File: src/rtl/reg_pipe_pkg.sv
// Shared defaults and helpers for the reg_pipe register pipeline.
package reg_pipe_pkg;

    localparam int DEFAULT_WIDTH = 8;
    localparam int DEFAULT_DEPTH = 4;

    // Bits needed to count 0..depth valid stages.
    function automatic int occ_width(input int depth);
        return $clog2(depth + 1);
    endfunction

endpackage

File: src/rtl/reg_pipe_stage.sv
// One pipeline stage: a valid flop and a data flop, each loading from the
// previous stage when the stage advances and holding otherwise.
module reg_pipe_stage
    import reg_pipe_pkg::*;
#(
    parameter int WIDTH = DEFAULT_WIDTH
) (
    input  logic             clk,
    input  logic             rst,
    input  logic             flush,
    input  logic             adv,
    input  logic             in_valid,
    input  logic [WIDTH-1:0] in_data,
    output logic             valid,
    output logic [WIDTH-1:0] data
);

    // Valid bit: flush beats advance; otherwise load on advance, else hold.
    always_ff @(posedge clk or posedge rst) begin
        // NOTE: state flops use non-blocking assignments so every stage samples
        // its neighbour's pre-edge value, independent of evaluation order.
        if (rst) begin
            valid <= 1'b0;
        end else if (flush) begin
            valid <= 1'b0;
        end else if (adv) begin
            valid <= in_valid;
        end
    end

    // Data register: loads only on a real advance; flush leaves it untouched.
    always_ff @(posedge clk or posedge rst) begin
        // NOTE: the data flop is reset only because out_data must read 0 after
        // reset; a pure datapath register would normally skip this reset.
        if (rst) begin
            data <= '0;
        end else if (adv && !flush) begin
            data <= in_data;
        end
    end

endmodule

File: src/rtl/reg_pipe.sv
// reg_pipe: DEPTH-stage valid/ready register pipeline with bubble collapse.
// Optional feature: define REG_PIPE_OCC_EN to add the registered 'occupancy'
// output (count of valid stages). Without it the port and counter are absent.
module reg_pipe
    import reg_pipe_pkg::*;
#(
    parameter int WIDTH = DEFAULT_WIDTH,
    parameter int DEPTH = DEFAULT_DEPTH
) (
    input  logic             clk,
    input  logic             rst,
    input  logic             flush,
    input  logic             in_valid,
    input  logic [WIDTH-1:0] in_data,
    output logic             in_ready,
    output logic             out_valid,
    output logic [WIDTH-1:0] out_data,
`ifdef REG_PIPE_OCC_EN
    output logic [occ_width(DEPTH)-1:0] occupancy,
`endif
    input  logic             out_ready
);

    logic [DEPTH-1:0] v;
    logic [DEPTH-1:0] adv;
    logic [WIDTH-1:0] d [DEPTH];
    logic             accept;

    // Advance chain: a stage moves when it is empty or the stage after it moves,
    // so an empty slot is filled even while the tail is stalled.
    always_comb begin
        // NOTE: assign a default before any conditional update so no path leaves
        // adv unassigned, which would otherwise infer a latch.
        adv          = '0;
        adv[DEPTH-1] = !v[DEPTH-1] | out_ready;
        for (int i = DEPTH - 2; i >= 0; i--) begin
            adv[i] = !v[i] | adv[i+1];
        end
    end

    assign in_ready  = adv[0] & !flush;
    assign accept    = in_valid & in_ready;
    assign out_valid = v[DEPTH-1];
    assign out_data  = d[DEPTH-1];

    for (genvar i = 0; i < DEPTH; i++) begin : g_stage
        logic             stg_in_valid;
        logic [WIDTH-1:0] stg_in_data;

        if (i == 0) begin : g_head
            assign stg_in_valid = accept;
            assign stg_in_data  = in_data;
        end else begin : g_body
            assign stg_in_valid = v[i-1];
            assign stg_in_data  = d[i-1];
        end

        reg_pipe_stage #(
            .WIDTH(WIDTH)
        ) u_stage (
            .clk     (clk),
            .rst     (rst),
            .flush   (flush),
            .adv     (adv[i]),
            .in_valid(stg_in_valid),
            .in_data (stg_in_data),
            .valid   (v[i]),
            .data    (d[i])
        );
    end

`ifdef REG_PIPE_OCC_EN
    localparam int OCC_W = occ_width(DEPTH);
    localparam logic [OCC_W-1:0] OCC_ONE = OCC_W'(1);

    logic             out_hs;
    logic [OCC_W-1:0] occ_q;

    assign out_hs    = out_valid & out_ready;
    assign occupancy = occ_q;

    // Occupancy: +1 on accept, -1 on output handshake, cleared by flush.
    always_ff @(posedge clk or posedge rst) begin
        if (rst) begin
            occ_q <= '0;
        end else if (flush) begin
            occ_q <= '0;
        end else begin
            case ({accept, out_hs})
                2'b10:   occ_q <= occ_q + OCC_ONE;
                2'b01:   occ_q <= occ_q - OCC_ONE;
                default: occ_q <= occ_q;
            endcase
        end
    end
`endif

endmodule
File: config.mk
export PLATFORM = sky130hd
export DESIGN_NAME = reg_pipe
export DESIGN_NICKNAME = d
export VERILOG_FILES = /design/src/rtl/reg_pipe_pkg.sv /design/src/rtl/reg_pipe_stage.sv /design/src/rtl/reg_pipe.sv
export SDC_FILE = /design/constraint.sdc
export NUM_CORES = 1
export LEC_CHECK = 0
export BUFFER_PORTS_ARGS = -buffer_cell sky130_fd_sc_hd__buf_2
export CAP_MARGIN = 20
export CORE_UTILIZATION = 40
export CTS_BUF_LIST = sky130_fd_sc_hd__clkbuf_2
export DETAILED_ROUTE_END_ITERATION = 7
export GPL_ROUTABILITY_DRIVEN = 0
export PLACE_DENSITY = 0.66
export SYNTH_ARGS = -nofsm -noshare
export SYNTH_HDL_FRONTEND = slang
export SYNTH_SLANG_ARGS = --single-unit
export TNS_END_PERCENT = 5
File: constraint.sdc
create_clock -name clk -period 3.6 [get_ports clk]
set_clock_uncertainty 0.05 [all_clocks]
set_input_delay 1.08 -clock clk [delete_from_list [all_inputs] [get_ports clk]]
set_output_delay 1.08 -clock clk [all_outputs]
set_load 0.01 [all_outputs]
==> metrics.txt <==
sequential area share after synthesis=approximately 65%; Fin Setup TNS=0 ns; Mapped Cells=85; gr usage total=14.43%; setup ws final=between 0.4 and 0.5 ns; Netlist Area Pre-Place=1383 sq um; initial antenna violation count=0; Compound-Gate Fraction of Synth Area=~3.5%; status=complete, no violations; ranking of synthesized cells by area=dfrtp_1 65%, mux2_2 26%, nor2_1 1.6%; EDFF count, synth=0; routed length per placed instance=between 10 and 15 um; First-pass DRT Iterations=4; post-synthesis xor/xnor area fraction=0%; Clock Latency Late Sink=between 0.3 and 0.4 ns; antenna viol nets, final=0; total CTS buffers=5; dpl ws=~0.41 ns; clk slew on worst S/H paths=about 0.16 ns; CTS resizes=0; Most common cell on crit path=buf_2; post-synthesis async set-or-reset flop share=100.0%; leakage power=0.7340 nW; crit path max fanout=9; hpwl dp=around 1400 um; FMAX=approximately 310 MHz; ANT cells=0; Initial Util=a little over two fifths; vias in the first global route=between 700 and 800; Final Cycle Share=between 80% and 90%; CP cell instances=buf_2 -> and3b_1 -> a31oi_4 -> buf_2; CP required=between 2 and 2.5 ns; DIE HEIGHT=about 61 um; Root Buffer=clkbuf_2; Max Buffers Root-to-Sink=2; Setup crit end kind=primary output; fin crit period=about 3.2 ns; Ys Warns=0; CTS tree=done; total of max-cap violations=0; Max H-tree Level=2; number of DRC markers in iteration 0=16; most frequent cells in the layout=36 x dfrtp_1, 32 x mux2_2, 22 x buf_2; I/O Buffers=22; Max rail drop VDD=0.1956 mV; top_reg_cell synth=dfrtp_1; Final Max Slew Viols=0; share of cells above drive strength 1=roughly three fifths; Startpoint Class=input pin; Die ar.=~3700 sq um; num rows=20; total power=0.8725 mW; Critical Path AT=between 2 and 2.5 ns; Synth Area in Adders=0%; Rel. slew slack=a little under three quarters; setup violators final=0; largest family of logic cells by synthesized area=multiplexers; Worst path slowest cell=a31oi_4; post-synthesis simple-gate area fraction=~3.8%; layout net count=126; pwr/cell area=approximately 540 nW/um^2; final WL=just over 2000 um; Layout area overhead=16.02%; residual DRC count=0; hold_buf cts=0; Post CTS Setup Buffer Count=0; Clock Sink Count=36; filler instances=304; Die X=60.79 um; post-synth top area share=between 60% and 70%; mux cell area share after synthesis=26.06%; RSZ-0062 raised after global routing=no; commonest non-fill, non-tap cell in the layout=dfrtp_1; Slew @ Worst Pin=~0.43 ns; Final Hold Viols=0; grt ovf=0; Max stage delay on crit path=~0.40 ns; first-pass GRT wire length=3601 um; largest net degree at the start of global routing=37; io pins=23; vias=around 740; core area=3153 sq um; CP Class=in -> out; Unique masters post-synth=13; area leader, netlist=dfrtp_1; Synth Area per Inst=16.27 sq um; worst hold path type=reg -> reg; flop and latch count out of synthesis=36; Vias/cell=4.709; syn nets=98
## sequential cells by signal, summed over array words and instances, names as in the netlist
| register | cells |
|---|---|
| g_stage.u_stage.data | 32 |
| g_stage.u_stage.valid | 4 |
## final timing paths
kind | startpoint | endpoint | slack [ns] | cells past startpoint
worst max-delay path | out_ready | in_ready | 0.41 | 4
worst max register to register | g_stage[3].u_stage.valid | g_stage[0].u_stage.data[6] | 1.96 | 3
max in group asynchronous | rst | g_stage[0].u_stage.data[5] | 2.49 | 3
worst min-delay path | g_stage[3].u_stage.data[1] | g_stage[3].u_stage.data[1] | 0.47 | 1
worst min register to register | g_stage[3].u_stage.data[1] | g_stage[3].u_stage.data[1] | 0.47 | 1
min in group asynchronous | rst | g_stage[3].u_stage.data[0] | 0.71 | 3
## where the power goes
part	switching (mW)	internal, mW
sequential	0.0314	0.468
clock	0.127	0.120
combinational	0.0522	0.0745
total	0.211	0.662
## cells in the mapped netlist (2+ instances only)
cell	n
dfrtp_1	36
mux2_2	32
nor2_1	6
nor2_2	2
## critical path: cells and delay by family
family | cells | cell delay [ns]
compound gates | 1 | 0.40
buf+inv | 2 | 0.29
simple gates | 1 | 0.28
## layer usage
| metal | track usage, % | up-vias | wire [um] |
|---|---|---|---|
| met4 | 10.71 | 0 | 53 |
| met5 | 0 | - | 0 |
| li1 | - | 347 | - |
| met1 | 18.36 | 371 | 1008 |
| met2 | 20.41 | 18 | 835 |
| met3 | 4.904 | 8 | 125 |
## per-stage QoR
| step | cell area, sq um | hold WS, ns | util [%] | cells |
|---|---|---|---|---|
| finish | 1604 | 0.4715 | 50.87 | 158 |
| global route | 1604 | 0.4957 | 50.87 | 158 |
| CTS | 1604 | 0.4783 | 50.87 | 158 |
| detailed placement | 1539 | 0.4407 | 48.81 | 150 |
| global placement | 1539 | 0.4246 | 48.81 | 150 |
| floorplan | 1383 | 0.4081 | - | 85 |
## area by class of cell
cell class	instances	area, sq um	share of cell area, %
clock buffers	6	30.03	1.872
well taps	44	55.05	3.432
flip-flops and latches	36	900.9	56.16
multi-input cells	46	461.7	28.78
repair buffers	23	117.6	7.332
clock inverters	2	35.03	2.184
inverters	1	3.754	0.2340
## cell families (layout without fill, tap and decap cells)
logic type / Yosys count / count (layout)
and+or+nand+nor: 10 / 10
DFF: 36 / 36
AOI/OAI and AO/OA: 4 / 4
muxes: 32 / 32
buffers and inverters: 3 / 32
Power figures use the tool's default switching activity.
